--- config.mk ---
export PLATFORM = sky130hd
export DESIGN_NAME = hamming74_secded_dec_flat
export DESIGN_NICKNAME = d
export VERILOG_FILES = /design/src/rtl/hamming74_secded_dec_if.sv /design/src/rtl/hamming74_secded_dec.sv /design/src/flat_wrapper.sv
export SDC_FILE = /design/constraint.sdc
export NUM_CORES = 1
export LEC_CHECK = 0
export CAP_MARGIN = 40
export CORE_MARGIN = 3
export CORE_UTILIZATION = 45
export CTS_CLUSTER_SIZE = 40
export DETAILED_ROUTE_END_ITERATION = 10
export HOLD_SLACK_MARGIN = 0.15
export PLACE_DENSITY = 0.74
export SLEW_MARGIN = 20
export SYNTH_ARGS = -nofsm -noshare
export SYNTH_HDL_FRONTEND = slang
export SYNTH_SLANG_ARGS = --single-unit
--- constraint.sdc ---
create_clock -name i_clk -period 1.65 [get_ports i_clk]
set_clock_uncertainty 0.1 [all_clocks]
set_input_delay 0.165 -clock i_clk [delete_from_list [all_inputs] [get_ports i_clk]]
set_output_delay 0.165 -clock i_clk [all_outputs]
set_load 0.02 [all_outputs]
--- src/rtl/hamming74_secded_dec_if.sv ---
// Streaming bus for the Hamming(7,4) SECDED decoder: code word in, corrected nibble plus status out.
interface hamming74_secded_dec_if;
  logic       i_valid;
  logic       o_ready;
  logic [6:0] i_hamming_code;
  logic       i_parity;
  logic       o_valid;
  logic       i_ready;
  logic [3:0] o_data;
  logic       o_corrected;
  logic       o_uncorrectable;
  logic [2:0] o_syndrome;

  modport slave (
    input  i_valid, i_hamming_code, i_parity, i_ready,
    output o_ready, o_valid, o_data, o_corrected, o_uncorrectable, o_syndrome
  );

  modport master (
    output i_valid, i_hamming_code, i_parity, i_ready,
    input  o_ready, o_valid, o_data, o_corrected, o_uncorrectable, o_syndrome
  );
endinterface

--- src/rtl/hamming74_secded_dec.sv ---
// Two-stage Hamming(7,4) SECDED decoder with valid/ready backpressure and saturating error counters.
// Stage 1 computes syndrome and overall check; stage 2 classifies, corrects and drives the outputs.
module hamming74_secded_dec #(
  parameter int CNT_W     = 16,
  parameter bit SECDED_EN = 1'b1
) (
  input  logic                  i_clk,
  input  logic                  i_rst_n,
  hamming74_secded_dec_if.slave bus,
  input  logic                  i_cnt_clr,
  output logic [CNT_W-1:0]      o_corr_cnt,
  output logic [CNT_W-1:0]      o_uncorr_cnt
);
  localparam int STAGES = 2;

  typedef struct packed {
    logic [6:0] code;
    logic [2:0] syn;
    logic       q;
  } s1_t;

  logic [STAGES:1] vld_pipe;
  s1_t             s1_d, s1_q;
  logic            s1_ready, s2_ready;

  // A stage can take a word when empty or when its content moves on this cycle.
  assign s2_ready    = !vld_pipe[2] | bus.i_ready;
  assign s1_ready    = !vld_pipe[1] | s2_ready;
  assign bus.o_ready = s1_ready;
  assign bus.o_valid = vld_pipe[2];

  always_comb begin
    s1_d      = '0;
    s1_d.code = bus.i_hamming_code;
    s1_d.syn  = {bus.i_hamming_code[3] ^ bus.i_hamming_code[4] ^ bus.i_hamming_code[5] ^ bus.i_hamming_code[6],
                 bus.i_hamming_code[1] ^ bus.i_hamming_code[2] ^ bus.i_hamming_code[5] ^ bus.i_hamming_code[6],
                 bus.i_hamming_code[0] ^ bus.i_hamming_code[2] ^ bus.i_hamming_code[4] ^ bus.i_hamming_code[6]};
    s1_d.q    = SECDED_EN ? ((^bus.i_hamming_code) ^ bus.i_parity) : 1'b0;
  end

  logic       syn_nz, corr, uncorr;
  logic [6:0] flip, fixed;

  // Nonzero syndrome with an even overall check means two bits flipped: leave the word raw.
  always_comb begin
    syn_nz = |s1_q.syn;
    uncorr = syn_nz & ~s1_q.q & SECDED_EN;
    corr   = syn_nz ? ~uncorr : s1_q.q;
    flip   = (syn_nz && !uncorr) ? (7'd1 << (s1_q.syn - 3'd1)) : 7'd0;
    fixed  = s1_q.code ^ flip;
  end

  always_ff @(posedge i_clk) begin
    if (!i_rst_n) begin
      vld_pipe            <= '0;
      s1_q                <= '0;
      bus.o_data          <= '0;
      bus.o_corrected     <= 1'b0;
      bus.o_uncorrectable <= 1'b0;
      bus.o_syndrome      <= '0;
    end else begin
      if (s1_ready) begin
        vld_pipe[1] <= bus.i_valid;
        if (bus.i_valid) s1_q <= s1_d;
      end
      if (s2_ready) begin
        vld_pipe[2] <= vld_pipe[1];
        if (vld_pipe[1]) begin
          bus.o_data          <= {fixed[6], fixed[5], fixed[4], fixed[2]};
          bus.o_corrected     <= corr;
          bus.o_uncorrectable <= uncorr;
          bus.o_syndrome      <= s1_q.syn;
        end
      end
    end
  end

  logic out_hs;
  assign out_hs = bus.o_valid & bus.i_ready;

  // Counted once per delivered word; clear wins over a coincident increment.
  always_ff @(posedge i_clk) begin
    if (!i_rst_n || i_cnt_clr) begin
      o_corr_cnt   <= '0;
      o_uncorr_cnt <= '0;
    end else begin
      if (out_hs && bus.o_corrected && (o_corr_cnt != '1))
        o_corr_cnt <= o_corr_cnt + CNT_W'(1);
      if (out_hs && bus.o_uncorrectable && (o_uncorr_cnt != '1))
        o_uncorr_cnt <= o_uncorr_cnt + CNT_W'(1);
    end
  end
endmodule

--- src/flat_wrapper.sv ---
// flat-port wrapper written by rule: the top's interface ports become plain ports
module hamming74_secded_dec_flat 
#(
  parameter int CNT_W     = 16,
  parameter bit SECDED_EN = 1'b1
)
  (i_clk, i_rst_n, i_cnt_clr, o_corr_cnt, o_uncorr_cnt, bus_i_valid, bus_i_hamming_code, bus_i_parity, bus_i_ready, bus_o_ready, bus_o_valid, bus_o_data, bus_o_corrected, bus_o_uncorrectable, bus_o_syndrome);
  hamming74_secded_dec_if bus_i ();
  input  logic i_clk;
  input  logic i_rst_n;
  input  logic i_cnt_clr;
  output logic [CNT_W-1:0] o_corr_cnt;
  output logic [CNT_W-1:0] o_uncorr_cnt;
  input wire logic [$bits(bus_i.i_valid)-1:0] bus_i_valid;
  input wire logic [$bits(bus_i.i_hamming_code)-1:0] bus_i_hamming_code;
  input wire logic [$bits(bus_i.i_parity)-1:0] bus_i_parity;
  input wire logic [$bits(bus_i.i_ready)-1:0] bus_i_ready;
  output wire logic [$bits(bus_i.o_ready)-1:0] bus_o_ready;
  output wire logic [$bits(bus_i.o_valid)-1:0] bus_o_valid;
  output wire logic [$bits(bus_i.o_data)-1:0] bus_o_data;
  output wire logic [$bits(bus_i.o_corrected)-1:0] bus_o_corrected;
  output wire logic [$bits(bus_i.o_uncorrectable)-1:0] bus_o_uncorrectable;
  output wire logic [$bits(bus_i.o_syndrome)-1:0] bus_o_syndrome;
  assign bus_i.i_valid = bus_i_valid;
  assign bus_i.i_hamming_code = bus_i_hamming_code;
  assign bus_i.i_parity = bus_i_parity;
  assign bus_i.i_ready = bus_i_ready;
  assign bus_o_ready = bus_i.o_ready;
  assign bus_o_valid = bus_i.o_valid;
  assign bus_o_data = bus_i.o_data;
  assign bus_o_corrected = bus_i.o_corrected;
  assign bus_o_uncorrectable = bus_i.o_uncorrectable;
  assign bus_o_syndrome = bus_i.o_syndrome;
  hamming74_secded_dec #(.CNT_W(CNT_W), .SECDED_EN(SECDED_EN)) u_core (.i_clk(i_clk), .i_rst_n(i_rst_n), .bus(bus_i), .i_cnt_clr(i_cnt_clr), .o_corr_cnt(o_corr_cnt), .o_uncorr_cnt(o_uncorr_cnt));
endmodule
==> metrics.md, run 1 <==
| Metric | Value |
|---|---|
| Status | completed |
| Syn Inst Count | 295 |
| # Max-Cap Violations | 0 |
| Cell Chain, Critical Path | ha_4 > and3_4 > nand3_2 > or4b_1 > o211a_1 |
| Quantity of hold-fixing buffers added after cts | 0 |
| TritonCTS Buffers | 5 |
| CP arrival | about 1.7 ns |
| Distinct cells, synth | 44 |
| Row Count | 26 |
| Clock sink count | 51 |
| CTS tree | done |
| Warnings from Yosys | 0 |
| Fraction of layout cells with a size suffix above 1 | 32.9% |
| Clock latency on the worst-skew pair | just over 0.3 ns |
| Dpl ws | -0.329 ns |
| First-pass GRT wire length | 11100 um |
| Area leader, netlist | dfxtp_1 |
| Static Leakage | 1.80 nW |
| Crit end category | flip-flop |
| WHS Path Cells | 3 |
| Top cells by area, synth | dfxtp_1 41%, nand2_1 6.3%, a21oi_1 5.4% |
| Root buf cell | clkbuf_8 |
| Initial antenna violation count | 0 |
| Crit path max-delay family | simple AND/OR/NAND/NOR gates |
| Dpl hpwl | about 5000 um |
| Comb pwr share | 12.9% |
| Clock H-tree levels | 2 |
| Final Setup Violations | 0 |
| All-Layer GR Usage | 21.3% |
| DRC Markers | 0 |
| Worst hold slack | 0.210 ns |
| Hold Path Class | in -> reg |
| Layout area overhead | 58.8% |
| Top cell type's share of synthesized area | 40.8% |
| Most common cell after layout, fill and taps aside | buf_4 |
| Seq/Total Area, Yosys | 40.8% |
| Port Buf Inserts | 55 |
| Main synth FF type | dfxtp_1 |
| Vias | 2707 |
| RSZ-0062 raised after global routing | yes |
| Via/cell ratio | 5.54 |
| CP max stage cell | or4b_1 |
| GRT overflow | 0 |
| Vias in the first global route | 2492 |
| Tmin final | 1.63 ns |
| Clk buf depth | 2 |
| Number of enable flip-flop cells after synthesis | 0 |
| Fin worst setup slack | roughly 0.016 ns |
| Syn_nets | 310 |
| First drt pass iteration count | 4 |
| Crit-path max cell delay | 0.51 ns |
| Pwr dens | 578 mW/mm^2 |
| Total core area | 0.00524 sq mm |
| Fin. max-slew vios | 0 |
| # IOs | 56 |
| Die area | around 0.0065 sq mm |
| Commonest non-fill, non-tap cells in the layout | 66 x buf_4, 42 x nand2_1, 29 x clkdlybuf4s50_1 |
| Post-DRT Antenna Nets | 0 |
| Seq pwr share | between 50% and 60% |
| Die height | 80.6 um |
| Syn_area_per_cell | around 8.5 sq um |
| FFs w/ async S/R, synth | 0% |
| Routed WL | between 6000 and 7000 um |
| Post-route clock period utilization | 99.0% |
| Worst reg2reg path depth | 5 |
| Clk slew on worst S/H paths | around 0.090 ns |
| Largest net degree at the start of global routing | 20 |
| Worst Tran Pin Value | 0.342 ns |
| Psw | roughly 0.60 mW |
| Final hold viol count | 0 |
| Final net count | 433 |
| Mapped cell area | roughly 0.0025 sq mm |
| FF+latch count, synth | 51 |
| Fill cell count | 391 |
| Die width | 80.6 um |
| Sw frac | 25.9% |
| N_diodes | 0 |
| Clock share of power | 31.4% |
| Slew HR | 76.9% |
| Setup CP Type | reg -> reg |
| Crit path depth | 5 |
| Power Internal | approximately 1.7 mW |
| Max Freq | 0.612 GHz |
| Initial DRC Count | 142 |
| WP buf/inv | 0 |
| Final GP Congestion | 0.845 |
| Initial Util | between 40% and 50% |
| Max FO, Critical Path | 4 |
| Maximum VDD drop | 0.000498 V |
| Total chip power | 2.30 mW |
| Routed len/inst | around 14 um |
| Final design utilization | 75.8% |
| Setup crit start kind | flip-flop |
| Critical Path RT | 1.76 ns |
==> stage by stage <==
step	TNS (ns)	instance area [sq um]	cells
2_1_floorplan	0	2580	295
3_3_place_gp	-6.30	3700	476
3_5_place_dp	-7.43	3700	476
4_1_cts	0	3800	484
5_1_grt	-0.285	3970	489
6_report	0	3970	489
==> final cells by class <==
class | instances | area (sq um) | share of cell area, %
well taps | 70 | 87.6 | 2.21
clock inverters | 3 | 20.0 | 0.504
multi-input cells | 229 | 1550 | 39.1
inverters | 5 | 18.8 | 0.473
repair buffers | 126 | 1140 | 28.6
flip-flops and latches | 51 | 1090 | 27.3
clock buffers | 5 | 68.8 | 1.73
==> worst reg2reg max path, cell delays in order, from the launching register on <==
cell     delay [ns]
dfxtp_4        0.37
ha_4           0.15
and3_4         0.20
nand3_2        0.07
or4b_1         0.51
o211a_1        0.14
==> cells by family (layout without fill, tap and decap cells) <==
kind of cell / count (synthesis) / count (layout) / share of synthesized area [%]
simple gates: 142 / 142 / 31.6
compound gates: 64 / 64 / 15.9
flops: 51 / 51 / 40.8
xor+xnor: 15 / 15 / 5.80
buf+inv: 15 / 139 / 2.45
mux: 6 / 6 / 2.40
fa+ha+maj: 2 / 2 / 1.00
==> layer usage <==
layer  global-route usage, %  part of all wire (%)  vias up
li1                        -                     -     1355
met3                    3.70                   4.5        8
met5                       0                     0        -
met2                    36.8                    50       75
met4                    6.08                   1.0        0
met1                    27.1                    44     1269
==> power by group through the flow <==
stage                     registers [mW]  clock network, mW  logic, mW
after global placement              1.31                  0      0.290
after global routing                1.29              0.785      0.323
after CTS                           1.28              0.738      0.295
after detailed placement            1.31                  0      0.294
after floorplan                     1.32                  0      0.132
final                               1.28              0.722      0.295
==> cells in the mapped netlist, types with 2 or more instances <==
cell type and instances:
a211oi_1 8, a21oi_1 27, a31oi_1 3, a41o_1 2
and2_1 2, and3_1 9, and4_1 6, clkbuf_1 8
dfxtp_1 51, ha_1 2, inv_1 4, mux2i_1 6
nand2_1 42, nand2b_1 5, nand3_1 14, nand3b_1 2
nand4_1 13, nand4b_1 3, nor2_1 16, nor2b_1 2
nor3_1 6, o211ai_1 2, o21ai_0 11, o31ai_1 3
o41ai_1 3, or3_1 9, or4_1 7, xnor2_1 8
xor2_1 6
==> what timing repair did <==
item	CTS	global route
endpoints found under the setup margin	17	36
pin swaps	2	11
cloned	0	0
hold endpoints to repair	0	0
setup buffers	0	5
resized for setup	19	46
==> final timing paths <==
| check | startpoint | endpoint | slack (ns) |
|---|---|---|---|
| worst max-delay path | u_core.o_corr_cnt[0] | u_core.o_corr_cnt[14] | 0.02 |
| worst min-delay path | bus_i_ready | u_core.vld_pipe[1] | 0.21 |
| worst max register to register | u_core.o_corr_cnt[0] | u_core.o_corr_cnt[14] | 0.02 |
| worst min register to register | u_core.bus.o_syndrome[2] | u_core.bus.o_syndrome[2] | 0.36 |
==> flip-flops by register name, summed over array words and instances (netlist names) <==
register / flops
u_core.o_corr_cnt: 16
u_core.o_uncorr_cnt: 16
u_core.s1_q: 8
u_core.bus.o_data: 4
u_core.bus.o_syndrome: 3
u_core.vld_pipe: 2
u_core.bus.o_corrected: 1
u_core.bus.o_uncorrectable: 1
Power figures use the tool's default switching activity.
==> run 2, diff against run 1 <==
--- a/config.mk
+++ b/config.mk
@@ -8,6 +8,7 @@
 export CAP_MARGIN = 40
 export CORE_MARGIN = 3
 export CORE_UTILIZATION = 45
+export CTS_CLUSTER_DIAMETER = 40
 export CTS_CLUSTER_SIZE = 40
 export DETAILED_ROUTE_END_ITERATION = 10
 export HOLD_SLACK_MARGIN = 0.15
==> results of run 2 <==
Same layout as run 1: the final DEF is identical, and so are final timing and power.
==> run 3, diff against run 2 <==
--- a/config.mk
+++ b/config.mk
@@ -11,6 +11,7 @@
 export CTS_CLUSTER_DIAMETER = 40
 export CTS_CLUSTER_SIZE = 40
 export DETAILED_ROUTE_END_ITERATION = 10
+export GPL_TIMING_DRIVEN = 0
 export HOLD_SLACK_MARGIN = 0.15
 export PLACE_DENSITY = 0.74
 export SLEW_MARGIN = 20
==> metrics.md, run 3 (same netlist as run 1, synthesis figures left out) <==
| Metric | Value |
|---|---|
| Routed WL | 7300 um (was 6900 um) |
| Dpl hpwl | 4470 um (was 5110 um) |
| Seq pwr share | 56.2% (was 55.7%) |
| Vias in the first global route | 2480 (was 2492) |
| Slew HR | 71.4% (was 76.9%) |
| Die area | 0.00649 sq mm (unchanged) |
| Max Freq | 0.592 GHz (was 0.612 GHz) |
| Hold Path Class | reg -> reg (was in -> reg) |
| Vias | 2713 (was 2707) |
| Post-route clock period utilization | 102% (was 99.0%) |
| Critical Path RT | 1.78 ns (was 1.76 ns) |
| Largest net degree at the start of global routing | 16 (was 20) |
| DRC Markers | 0 (unchanged) |
| Final net count | 415 (was 433) |
| Initial antenna violation count | 0 (unchanged) |
| Top Registers | u_core.o_corr_cnt x16, u_core.o_uncorr_cnt x16, u_core.s1_q x8 (unchanged) |
| RSZ-0062 raised after global routing | yes (unchanged) |
| DP Cell Count | 420 (was 476) |
| Maximum VDD drop | 0.000435 V (was 0.000498 V) |
| Clock H-tree levels | 2 (unchanged) |
| Sw frac | 24.9% (was 25.9%) |
| Final non-filler cell total | 471 (was 489) |
| Setup CP Type | reg -> reg (unchanged) |
| Clock share of power | 32.7% (was 31.4%) |
| Initial DRC Count | 177 (was 142) |
| Fraction of layout cells with a size suffix above 1 | 29.9% (was 32.9%) |
| Crit end category | flip-flop (unchanged) |
| CTS tree | done (unchanged) |
| CP arrival | 1.82 ns (was 1.74 ns) |
| Pwr dens | 579 mW/mm^2 (was 578 mW/mm^2) |
| WL met2 | 3760 um (was 3460 um) |
| Fin worst setup slack | -0.0392 ns (was 0.0158 ns) |
| Failing checks | setup timing |
| Clk slew on worst S/H paths | 0.09 ns (about the same) |
| Die width | 80.6 um (unchanged) |
| Dpl ws | -0.611 ns (was -0.329 ns) |
| Fill cell count | 383 (was 391) |
| Commonest non-fill, non-tap cells in the layout | 45 x buf_4, 41 x nand2_1, 40 x clkdlybuf4s50_1 (was 66 x buf_4, 42 x nand2_1, 29 x clkdlybuf4s50_1) |
| Psw | 0.563 mW (was 0.596 mW) |
| TritonCTS Buffers | 5 (unchanged) |
| GRT overflow | 0 (unchanged) |
| Power Internal | 1.70 mW (about the same) |
| All-Layer GR Usage | 21.4% (was 21.3%) |
| Die height | 80.6 um (unchanged) |
| Worst Tran Pin Value | 0.430 ns (was 0.342 ns) |
| Routed len/inst | 15.5 um (was 14.1 um) |
| Wire length on met1 | 3040 um (was 3060 um) |
| Max FO, Critical Path | 8 (was 4) |
| Static Leakage | 1.65 nW (was 1.80 nW) |
| Clock sink count | 51 (unchanged) |
| Final Setup Violations | 1 (was 0) |
| Clock latency on the worst-skew pair | 0.30 ns (was 0.31 ns) |
| Quantity of hold-fixing buffers added after cts | 0 (unchanged) |
| Layout area overhead | 56.0% (was 58.8%) |
| Setup crit start kind | flip-flop (unchanged) |
| Routed wl met3 | 366 um (was 309 um) |
| First-pass GRT wire length | 11000 um (was 11100 um) |
| First drt pass iteration count | 5 (was 4) |
| Via/cell ratio | 5.76 (was 5.54) |
| N_diodes | 0 (unchanged) |
| Initial Util | 47.8% (unchanged) |
| Status | finished with violations (was completed) |
| Clk buf depth | 2 (unchanged) |
| Row Count | 26 (unchanged) |
| Comb pwr share | 11.0% (was 12.9%) |
| Post-DRT Antenna Nets | 0 (unchanged) |
| Root buf cell | clkbuf_8 (unchanged) |
| Worst hold slack | 0.357 ns (was 0.210 ns) |
| Port Buf Inserts | 55 (unchanged) |
| Most common cell after layout, fill and taps aside | buf_4 (unchanged) |
| Final hold viol count | 0 (unchanged) |
| DR top layer | met4 (unchanged) |
| Final GP Congestion | 0.807 (was 0.845) |
| Total core area | 0.00524 sq mm (unchanged) |
| Tmin final | 1.69 ns (was 1.63 ns) |
| Sum of negative setup slack | -0.0392 ns (was 0 ns) |
| Fin. max-slew vios | 0 (unchanged) |
| # IOs | 56 (unchanged) |
| # Max-Cap Violations | 0 (unchanged) |
[run 3: cell count changes in the layout (fill, tap and decap cells not counted), sizes merged]
cell | before | now
dlymetal6s2s | 13 | 10
buf | 71 | 51
dlygate4sd2 | 13 | 4
clkdlybuf4s50 | 29 | 40
clkbuf | 5 | 10
clkinvlp | 2 | 0
[run 3: area by class of cell]
cell class	count	area (sq um)	area share (%)
multi-input cells	229	1620	41.6
flip-flops and latches	51	1100	28.2
repair buffers	102	941	24.1
well taps	70	87.6	2.25
clock buffers	7	86.3	2.21
plain buffers	6	37.5	0.962
inverters	5	18.8	0.481
clock inverters	1	5.00	0.128
[run 3: critical path, cell delays in order, from the launching register on]
cell and delay (ns):
dfxtp_4 0.36, ha_4 0.16, nand3_2 0.08, buf_6 0.10
nor4_4 0.04, buf_4 0.16, or4_4 0.49, a21oi_2 0.13
[run 3: path summary, 6_finish.rpt]
kind	cells after the start	to	slack (ns)	startpoint
worst max-delay path	7	u_core.o_uncorr_cnt[4]	-0.04	u_core.o_uncorr_cnt[0]
worst min-delay path	2	u_core.bus.o_syndrome[0]	0.36	u_core.bus.o_syndrome[0]
worst max register to register	7	u_core.o_uncorr_cnt[4]	-0.04	u_core.o_uncorr_cnt[0]
worst min register to register	2	u_core.bus.o_syndrome[0]	0.36	u_core.bus.o_syndrome[0]
[run 3: repair_timing]
item                                    in CTS  in global routing
cloned                                       0                  0
buffers inserted                            22                 25
gates resized for setup                     27                 54
hold endpoints to repair                     0                  0
endpoints found under the setup margin      30                 40
pin swaps                                   11                 23
[run 3: power by group through the flow]
| stage | sequential [mW] | clock (mW) | combinational (mW) |
|---|---|---|---|
| final | 1.27 | 0.740 | 0.249 |
| after global routing | 1.28 | 0.804 | 0.275 |
| after CTS | 1.28 | 0.748 | 0.241 |
| after detailed placement | 1.31 | 0 | 0.238 |
| after global placement | 1.32 | 0 | 0.237 |
| after floorplan | 1.32 | 0 | 0.132 |
[run 3: layer usage]
layer	up-vias	GRT usage (%)
met1	1284	24.5
met5	-	0
li1	1313	-
met3	17	4.71
met2	99	38.2
met4	0	8.11
[run 3: metrics by stage]
| step | area [sq um] | utilization (%) | power, mW |
|---|---|---|---|
| finish | 3900 | 74.5 | 2.26 |
| global route | 3900 | 74.5 | 2.36 |
| CTS | 3570 | 68.2 | 2.27 |
| detailed placement | 3220 | 61.5 | 1.55 |
| global placement | 3220 | 61.5 | 1.55 |
| floorplan | 2580 | - | 1.45 |
